### src/rtl/addsub_result_accumulator.sv
// rtl/addsub_result_accumulator.sv - frames adder/subtractor results into signed totals with sticky overflow
module addsub_result_accumulator #(
    parameter int N_SAMPLES = 4,
    parameter int ACC_W     = 8
) (
    input  logic                           clk,
    input  logic                           rst_n,
    input  logic                           clr,
    input  logic                           in_valid,
    output logic                           in_ready,
    input  logic [3:0]                     din,
    input  logic                           carry_barrow,
    input  logic                           sel,
    output logic                           out_valid,
    input  logic                           out_ready,
    output logic [ACC_W-1:0]               acc_out,
    output logic                           ovf,
    output logic [$clog2(N_SAMPLES+1)-1:0] count
);

    localparam int CW = $clog2(N_SAMPLES + 1);

    typedef enum logic [1:0] {
        IDLE  = 2'd0,
        ACCUM = 2'd1,
        DONE  = 2'd2
    } state_t;

    state_t            state, state_next;
    logic [ACC_W-1:0]  acc, acc_next;
    logic [CW-1:0]     cnt, cnt_next;
    logic              ovf_q, ovf_next;

    logic              accept;
    logic [ACC_W-1:0]  value;
    logic [ACC_W-1:0]  sum;
    logic              add_ovf;
    logic [CW-1:0]     cnt_inc;

    assign in_ready  = (state != DONE);
    assign out_valid = (state == DONE);
    assign accept    = in_valid & in_ready;
    assign acc_out   = acc;
    assign ovf       = ovf_q;
    assign count     = cnt;

    // sel=1 results carry a borrow, so the 5-bit word is signed; add results are unsigned
    assign value   = sel ? {{(ACC_W-5){carry_barrow}}, carry_barrow, din}
                         : {{(ACC_W-5){1'b0}}, carry_barrow, din};
    assign sum     = acc + value;
    assign add_ovf = (acc[ACC_W-1] == value[ACC_W-1]) && (sum[ACC_W-1] != acc[ACC_W-1]);
    assign cnt_inc = cnt + CW'(1);

    always_comb begin
        state_next = state;
        acc_next   = acc;
        cnt_next   = cnt;
        ovf_next   = ovf_q;
        case (state)
            IDLE, ACCUM: begin
                // acc, cnt and ovf are already zero in IDLE, so the first sample uses the same add path
                if (accept) begin
                    acc_next = sum;
                    cnt_next = cnt_inc;
                    ovf_next = ovf_q | add_ovf;
                    if (cnt_inc == CW'(N_SAMPLES)) begin
                        state_next = DONE;
                    end else begin
                        state_next = ACCUM;
                    end
                end
            end
            DONE: begin
                if (out_ready) begin
                    state_next = IDLE;
                    acc_next   = '0;
                    cnt_next   = '0;
                    ovf_next   = 1'b0;
                end
            end
            default: begin
                state_next = IDLE;
                acc_next   = '0;
                cnt_next   = '0;
                ovf_next   = 1'b0;
            end
        endcase
    end

    always_ff @(posedge clk) begin
        if (!rst_n || clr) begin
            state <= IDLE;
            acc   <= '0;
            cnt   <= '0;
            ovf_q <= 1'b0;
        end else begin
            state <= state_next;
            acc   <= acc_next;
            cnt   <= cnt_next;
            ovf_q <= ovf_next;
        end
    end

endmodule

### config.mk
export PLATFORM = sky130hd
export DESIGN_NAME = addsub_result_accumulator
export DESIGN_NICKNAME = d
export VERILOG_FILES = /design/src/rtl/addsub_result_accumulator.sv
export SDC_FILE = /design/constraint.sdc
export NUM_CORES = 1
export LEC_CHECK = 0
export ABC_AREA = 1
export CORE_AREA = 2 2 48 50
export CTS_BUF_LIST = sky130_fd_sc_hd__clkbuf_2
export CTS_CLUSTER_DIAMETER = 30
export DETAILED_ROUTE_END_ITERATION = 6
export DIE_AREA = 0 0 50 52
export PLACE_DENSITY = 0.77
export SETUP_SLACK_MARGIN = 0.3
export SYNTH_ARGS = -nofsm -noshare
export SYNTH_HDL_FRONTEND = slang
export SYNTH_SLANG_ARGS = --single-unit
### constraint.sdc
create_clock -name clk -period 1.7 [get_ports clk]
set_input_delay 0.255 -clock clk [delete_from_list [all_inputs] [get_ports clk]]
set_output_delay 0.255 -clock clk [all_outputs]
set_load 0.02 [all_outputs]
==> results of run 1 <==
## routing by layer
metal	track usage, %	up-vias	wire length, um
met1	23.9	443	1080
li1	-	542	-
met3	2.01	4	81
met4	7.87	0	19
met5	0	-	0
met2	34.2	26	1090
## registers in the layout, indices dropped and copies added, names as in the netlist
register,count
acc_out,8
count,3
state,2
ovf,1
## stage by stage
stage	utilization [%]	instance area [um2]	hold slack, ns	setup TNS [ns]	instances
6_report	68.1	1430	0.467	0	216
5_1_grt	68.1	1430	0.496	0	216
4_1_cts	65.4	1380	0.460	0	212
3_5_place_dp	63.6	1340	0.443	-1.38	206
3_3_place_gp	63.6	1340	0.436	-0.987	206
2_1_floorplan	-	1000	0.432	0	146
## area by class of cell
class                           count  share of cell area, %
Multi-Input combinational cell     99                   44.4
Timing Repair Buffer               40                   23.4
Sequential cell                    14                   20.3
Inverter                           31                   8.12
Tap cell                           28                   2.44
Clock buffer                        3                   1.05
Clock inverter                      1                  0.262
## synth_stat cells
library cell	n	area share, %
o22ai_1	2	1.3
inv_1	30	12
buf_4	1	0.77
nand3b_1	1	0.77
nand2_4	2	2.3
nand4_1	3	1.9
fa_1	1	2.1
nand2_1	41	16
nor2_1	7	2.7
ha_1	9	12
dfxtp_1	14	29
a21oi_2	1	0.90
clkbuf_1	1	0.39
o21ai_0	2	1.0
inv_2	1	0.39
nor2_4	2	2.3
a21oi_1	13	6.7
nand3_1	11	5.7
xor2_1	1	0.90
or2_1	1	0.64
or2_2	2	1.3
## layout by cell type (no fill, tap or decap)
cell	Yosys	routed
dfxtp_4	0	2
a21oi_1	13	9
ha_1	9	7
dlygate4sd2_1	0	14
buf_4	1	16
nand3_2	0	1
o22ai_1	2	1
dfxtp_2	0	3
nand2_4	2	2
nand2_1	41	37
a21oi_2	1	4
dlymetal6s2s_1	0	1
ha_4	0	2
or2_1	1	1
xor2_1	1	1
nand3_1	11	10
clkdlybuf4s50_1	0	7
nand3b_1	1	1
nor2_1	7	7
fa_2	0	1
dfxtp_1	14	9
clkinv_1	0	1
inv_1	30	25
nand4_1	3	3
o22ai_2	0	1
buf_2	0	1
nor2_4	2	2
o21ai_0	2	2
nand2_2	0	4
clkbuf_2	0	4
inv_2	1	6
a21oi_4	0	1
or2_4	0	1
or2_2	2	1
## power by group through the flow
stage | Sequential (mW) | Combinational [mW] | Clock (mW)
5_1_grt | 0.346 | 0.215 | 0.180
2_1_floorplan | 0.363 | 0.0922 | 0
3_5_place_dp | 0.353 | 0.182 | 0
6_report | 0.344 | 0.193 | 0.165
3_3_place_gp | 0.353 | 0.177 | 0
4_1_cts | 0.344 | 0.180 | 0.169
## worst reg2reg max path: stages (launching register included)
cell and delay [ns]:
dfxtp_4 0.39, ha_4 0.13, inv_2 0.03, fa_2 0.33
inv_2 0.08, nand2_2 0.06, a21oi_2 0.13, nor2_1 0.05
nand2_1 0.05, nand3_1 0.09, a21oi_2 0.12
## final timing paths
check	startpoint	to	slack, ns	cells after the start
max	din[1]	acc_out[4]	0.18	10
max reg2reg	acc_out[0]	acc_out[4]	0.18	10
min	ovf	ovf	0.47	2
min reg2reg	ovf	ovf	0.47	2
## cells by family after synthesis
kind of cell	count (synthesis)	share of synthesized area (%)
adders and majority gates	10	13.7
AOI/OAI and AO/OA	18	9.92
xor gates and xnor gates	1	0.902
buffers and inverters	33	13.1
and+or+nand+nor	70	33.5
DFF	14	28.9
## what timing repair did
action / CTS / global route
gates resized for setup: 25 / 14
setup buffers: 2 / 4
pin swaps: 3 / 7
endpoints found under the setup margin: 21 / 12
==> results.md, run 1 <==
- Comb pwr share: 27.4%
- Worst vdd ir: 359 uV
- Vias in the first global route: 968
- Setup WS post-layout: 0.176 ns
- Row count: 17
- Crit path buf inv count: 3
- CP required: 1.94 ns
- Synth Warn #: 0
- I/O pin cnt: 25
- DR pass1 iterations: 4
- Port bufs: 24
- Total Power Consumption: 702 uW
- Crit path kind: input port to register
- Power Dens Cells: 490 mW/mm2
- Setup Skew: 0.0223 ns
- Initial antenna violation count: 0
- Critical path peak fanout: 3
- Number of fill cells: 197
- Register area share after synthesis: 28.9%
- CTS Hold Bufs: 0
- ANT nets after route: 0
- Nets: 210
- Clock sink count: 14
- Place WS: -0.309 ns
- Total grt overflow: 0
- Count of final setup violators: 0
- Clk_lat worst skew: 0.29 ns
- Leak: 0.754 nW
- Flop pwr share: 49.0%
- Switch Pwr: 222 uW
- Root Buffer: clkbuf_2
- Residual DRC: 0
- Clk buf depth: 2
- Chip width: 50 um
- Worst-path cell with the longest stage delay: clkdlybuf4s50_1
- Switch share: 31.7%
- Full die area: 0.00260 mm2
- Clk slew on worst S/H paths: 0.16 ns
- Worst endpoint data arrival time: 1.76 ns
- Synthesized instance count: 146
- Htree depth: 1
- Status: complete, no violations
- Pin count of the biggest net entering global routing: 12
- CP Cell Sequence: clkdlybuf4s50_1, inv_2, fa_2, inv_2, nand2_2, a21oi_2, nor2_1, nand2_1, nand3_1, a21oi_2
- CTS Buf Count: 3
- Diode count: 0
- Multi-input logic area: 637 um2
- DR vias/cell: 4.70
- Worst Setup End Kind: register
- Layout Area Growth over Synthesis: 47.7%
- Fin. Hold Viols: 0
- FF/Latch Area: 292 um2
- Area of the core: 0.00211 mm2
- Max_cap viols: 0
- Startpoint Class: input port
- Share of cells above drive strength 1: 27.7%
- FMAX: 0.656 GHz
- Synth unique cells: 21
- Largest delay share family, worst path: buffers and inverters
- DR WL/cell: 10.5 um
- RSZ-0062 raised after global routing: yes
- Slowest stage delay, CP: 0.50 ns
- Clock share of power: 23.5%
- Routability cong.: 0.852
- Synth Register Bits: 14
- Final HPWL DP: 1720 um
- Post-Syn Area: 971 um2
- Fin crit share: 89.6%
- Violation count after the first detailed-route iteration: 5
- Crit path time final: 1.52 ns
- Synth Net Count: 167
- Total track usage: 19.3%
- HP Class: register to register
- Slew @ Worst Pin: 0.421 ns
- Vias: 1015
- Starting density of the core: 46.1%
- Slew Limit Headroom: 71.9%
- Global-route wire length before repair: 3940 um
- CTS tree: yes
- Die Height: 52 um
- Drt total wl: 2270 um
- Mean Syn Cell Area: 6.65 um2
- Fin. max-slew vios: 0
- Cell internal pwr: 480 uW
Power figures use the tool's default switching activity.
==> run 2, diff against run 1 <==
==> constraint.sdc (replaced) <==
create_clock -name clk -period 1.5 [get_ports clk]
set_input_delay 0.225 -clock clk [delete_from_list [all_inputs] [get_ports clk]]
set_output_delay 0.225 -clock clk [all_outputs]
set_load 0.02 [all_outputs]
==> run 2 against run 1 <==
  * Utilization grew 5.5 points
  * Combinational power grew 26%
  * Non-clock buffer count grew 1
  * Clock power grew 19%
  * Register-to-register slack lost 0.22 ns
  * Sequential power grew 12%
  * First-iteration DRC count grew to 3.6 times the previous value
  * Highest routed layer unchanged
  * Critical path type is now register to register
  * The run now ends with setup timing left
==> results.md, run 2 (synthesized netlist as in run 1, its figures left out) <==
- Setup Skew: 0.00246 ns
- FMAX: 0.648 GHz
- Worst endpoint data arrival time: 1.77 ns
- Most common cell after layout, fill and taps aside: nand2_1
- I/O pin cnt: 25
- Most frequent cells in the layout: nand2_1 (32), inv_1 (24), buf_4 (14)
- Starting density of the core: 46.1%
- Critical path peak fanout: 3
- Initial antenna violation count: 0
- Pin count of the biggest net entering global routing: 12
- Residual DRC: 0
- Vias: 1073
- CP required: 1.72 ns
- Vias in the first global route: 1074
- Crit path kind: register to register
- Startpoint Class: register
- Area of the core: 0.00211 mm2
- Flop pwr share: 46.7%
- Total grt overflow: 0
- DR vias/cell: 4.94
- Share of cells above drive strength 1: 43.4%
- HP Class: register to register
- Port bufs: 24
- Die Height: 52 um
- Clock share of power: 23.8%
- Layout Utilization: 73.6%
- DR pass1 iterations: 4
- Final HPWL DP: 1940 um
- Max_cap viols: 0
- Nets: 211
- Total track usage: 22.4%
- DR WL/cell: 12.0 um
- Worst vdd ir: 468 uV
- Clk buf depth: 2
- Routability cong.: 0.890
- CTS Hold Bufs: 0
- Total Power Consumption: 825 uW
- Diode count: 0
- Cell internal pwr: 551 uW
- Fin. Hold Viols: 0
- Row count: 17
- Root Buffer: clkbuf_2
- Htree depth: 1
- Global-route wire length before repair: 4440 um
- Comb pwr share: 29.5%
- Drt total wl: 2610 um
- Full die area: 0.00260 mm2
- Area after DPL: 0.00145 mm2
- Fin crit share: 103%
- CTS tree: yes
- Fin. max-slew vios: 0
- Leak: 0.734 nW
- Design area: 0.00155 mm2
- Count of final setup violators: 1
- Layout Area Growth over Synthesis: 59.5%
- Setup TNS: -0.0433 ns
- Max reg flops: 8
- Number of fill cells: 176
- CTS Buf Count: 3
- ANT nets after route: 0
- Failing checks: setup timing
- Switch Pwr: 273 uW
- Status: complete, but fails checks
- Clk_lat worst skew: 0.29 ns
- Clk slew on worst S/H paths: 0.16 ns
- Switch share: 33.1%
- Clock sink count: 14
- Slew @ Worst Pin: 0.416 ns
- Slew Limit Headroom: 72.2%
- Power Dens Cells: 532 mW/mm2
- Crit path time final: 1.54 ns
- RSZ-0062 raised after global routing: yes
- Hold slack: 0.465 ns
- Chip width: 50 um
- Violation count after the first detailed-route iteration: 18
- Setup WS post-layout: -0.0433 ns
- Worst Setup End Kind: register
- Reg2reg setup slack: -0.04 ns
[run 2: changes by cell type in the layout (fill, tap and decap cells not counted), moves of 5 or more]
cell | before | now
clkdlybuf4s15_2 | 0 | 5
dlygate4sd2_1 | 14 | 5
buf_6 | 0 | 6
dfxtp_1 | 9 | 2
nand2_1 | 37 | 32
dfxtp_4 | 2 | 8
[run 2: final cells by class]
type / count / area [um2] / share of cell area (%)
Multi-Input combinational cell: 99 / 706 / 45.6
Tap cell: 28 / 35.0 / 2.26
Clock buffer: 3 / 15.0 / 0.969
Clock inverter: 1 / 3.75 / 0.242
Sequential cell: 14 / 315 / 20.4
Inverter: 31 / 121 / 7.84
Timing Repair Buffer: 41 / 353 / 22.8
[run 2: repair_timing]
action,CTS,global route
setup buffers,3,3
setup endpoints to repair,24,23
gates resized for setup,57,24
pin swaps,5,3
[run 2: power groups by stage]
stage          Sequential (mW)  Combinational [mW]  Clock (mW)
5_1_grt                  0.388               0.268       0.212
3_5_place_dp             0.397               0.229           0
2_1_floorplan            0.407               0.122           0
3_3_place_gp             0.396               0.222           0
4_1_cts                  0.387               0.229       0.193
6_report                 0.385               0.243       0.196
[run 2: through the flow]
step	instances	setup slack, ns
detailed placement	207	-0.409
global placement	207	-0.373
CTS	214	-0.0239
global route	217	-0.131
finish	217	-0.0433
floorplan	146	0.0367
[run 2: critical path, stage by stage (launching register included)]
cell and delay (ns):
dfxtp_4 0.39, ha_4 0.13, inv_2 0.03, fa_2 0.33, inv_2 0.08, nand2_2 0.06, a21oi_2 0.16, nor2_1 0.06
nand2_1 0.05, nand3_1 0.07, a21oi_1 0.12
[run 2: routing by layer]
layer / global-route usage [%] / vias to the layer above / wire, um
met3: 2.01 / 5 / 84
li1: - / 541 / -
met4: 6.94 / 0 / 25
met2: 45.2 / 24 / 1420
met1: 24.0 / 503 / 1080
met5: 0 / - / 0
[run 2: worst paths after layout]
path,from,endpoint,cells after the start
max,acc_out[0],acc_out[4],10
min,ovf,ovf,2
max reg2reg,acc_out[0],acc_out[4],10
min reg2reg,ovf,ovf,2
==> run 3, diff against run 2 <==
--- a/config.mk
+++ b/config.mk
@@ -13,6 +13,7 @@
 export DIE_AREA = 0 0 50 52
 export PLACE_DENSITY = 0.77
 export SETUP_SLACK_MARGIN = 0.3
+export SKIP_LAST_GASP = 1
 export SYNTH_ARGS = -nofsm -noshare
 export SYNTH_HDL_FRONTEND = slang
 export SYNTH_SLANG_ARGS = --single-unit
==> run 3 against run 2 <==
  * The run still ends with setup timing left
  * First-iteration DRC count decreased by 39%
  * Cell area grew 0.16%
  * Sequential share of layout area is essentially flat
  * Non-clock buffer count stayed put
  * Routed wire length is 0.19% lower
  * Via count down 0.56%
  * Worst hold slack gained 0.012 ns
  * Die area is the same
  * Total power up 0.13%
  * Critical path depth is the same
  * Critical path type is now input port to register
  * Critical endpoint is now acc_out[5]
  * Largest cell class unchanged
  * Largest power group unchanged
  * Highest routed layer unchanged
==> results.md, run 3 (synthesized netlist as in run 1, its figures left out) <==
- Status: complete, but fails checks
- Worst endpoint data arrival time: 1.80 ns
- Row count: 17
- Crit path time final: 1.59 ns
- Routability cong.: 0.890
- Die Height: 52 um
- Fin. Hold Viols: 0
- RSZ-0062 raised after global routing: yes
- Flop pwr share: 46.7%
- Nets: 211
- Global-route wire length before repair: 4390 um
- CTS tree: yes
- Clock share of power: 23.6%
- Clk buf depth: 2
- CTS Hold Bufs: 0
- Htree depth: 1
- Crit path kind: input port to register
- Share of cells above drive strength 1: 43.4%
- Max_cap viols: 0
- I/O pin cnt: 25
- Switch Pwr: 270 uW
- Area after DPL: 0.00145 mm2
- Clk slew on worst S/H paths: 0.16 ns
- CP required: 1.71 ns
- Setup Skew: 0.00724 ns
- ANT nets after route: 0
- Setup TNS: -0.302 ns
- Area of the core: 0.00211 mm2
- Power Dens Cells: 532 mW/mm2
- Layout Utilization: 73.7%
- Slew @ Worst Pin: 0.426 ns
- Count of final setup violators: 6
- DR vias/cell: 4.92
- DR pass1 iterations: 4
- Root Buffer: clkbuf_2
- Vias: 1067
- Leak: 0.727 nW
- Final HPWL DP: 1940 um
- Place WS: -0.409 ns
- DP Cell Count: 207
- Diode count: 0
- Comb pwr share: 29.7%
- Critical path peak fanout: 3
- CTS Buf Count: 3
- Worst Setup End Kind: register
- Chip width: 50 um
- Port bufs: 24
- Initial antenna violation count: 0
- Number of fill cells: 171
- HP Class: register to register
- Total grt overflow: 0
- Clk_lat worst skew: 0.28 ns
- Fin. max-slew vios: 0
- Violation count after the first detailed-route iteration: 11
- Full die area: 0.00260 mm2
- Switch share: 32.8%
- Total track usage: 22.0%
- Failing checks: setup timing
- Layout Area Growth over Synthesis: 59.8%
- Starting density of the core: 46.1%
- Slew Limit Headroom: 71.6%
- Design area: 0.00155 mm2
- Residual DRC: 0
- DR WL/cell: 12.0 um
- Max reg flops: 8
- Cell internal pwr: 555 uW
- Cell Count, Final, Fillers Out: 217
- Setup WS post-layout: -0.0886 ns
- Worst vdd ir: 452 uV
- Drt total wl: 2600 um
- Most frequent cells in the layout: nand2_1 (33), inv_1 (24), buf_4 (15)
- Pin count of the biggest net entering global routing: 12
- Startpoint Class: input port
- Clock sink count: 14
- Vias in the first global route: 1061
- FMAX: 0.629 GHz
- Most common cell after layout, fill and taps aside: nand2_1
- Fin crit share: 106%
- Hold slack: 0.476 ns
- Total Power Consumption: 826 uW
-- run 3: metal layers --
layer | track usage, % | wire, um
met5 | 0 | 0
met4 | 6.94 | 22
met3 | 2.01 | 82
met2 | 43.6 | 1400
met1 | 24.2 | 1100
-- run 3: area by class of cell --
type                    count  area (um2)  share of cell area, %
clock inverters             1        3.75                  0.242
flip-flops and latches     14         315                   20.3
clock buffers               3        15.0                  0.968
repair buffers             41         359                   23.1
well taps                  28        35.0                   2.26
multi-input cells          99         702                   45.2
inverters                  31         121                   7.82
-- run 3: critical path: stages --
cell	delay, ns
clkdlybuf4s50_1	0.43
buf_4	0.14
ha_1	0.28
nand3_1	0.13
nand3_2	0.14
nand2_2	0.11
nand2_1	0.07
nand2_1	0.06
nand3_1	0.06
a21oi_1	0.14
-- run 3: what timing repair did --
| item | 4_1_cts | 5_1_grt |
|---|---|---|
| setup buffers | 3 | 3 |
| gates resized for setup | 41 | 35 |
| setup endpoints to repair | 24 | 23 |
| pin swaps | 4 | 5 |
-- run 3: worst paths after layout --
check	start	end	slack (ns)	cells after the start
setup / recovery	din[1]	acc_out[5]	-0.09	10
hold / removal	ovf	ovf	0.48	2
setup reg to reg	acc_out[0]	acc_out[4]	-0.04	10
hold reg to reg	ovf	ovf	0.48	2
-- run 3: power groups by stage --
stage	combinational (mW)	clock, mW	sequential [mW]
after CTS	0.232	0.193	0.387
after floorplan	0.122	0	0.407
after detailed placement	0.229	0	0.397
after global placement	0.222	0	0.396
after global routing	0.271	0.212	0.388
final	0.245	0.195	0.386
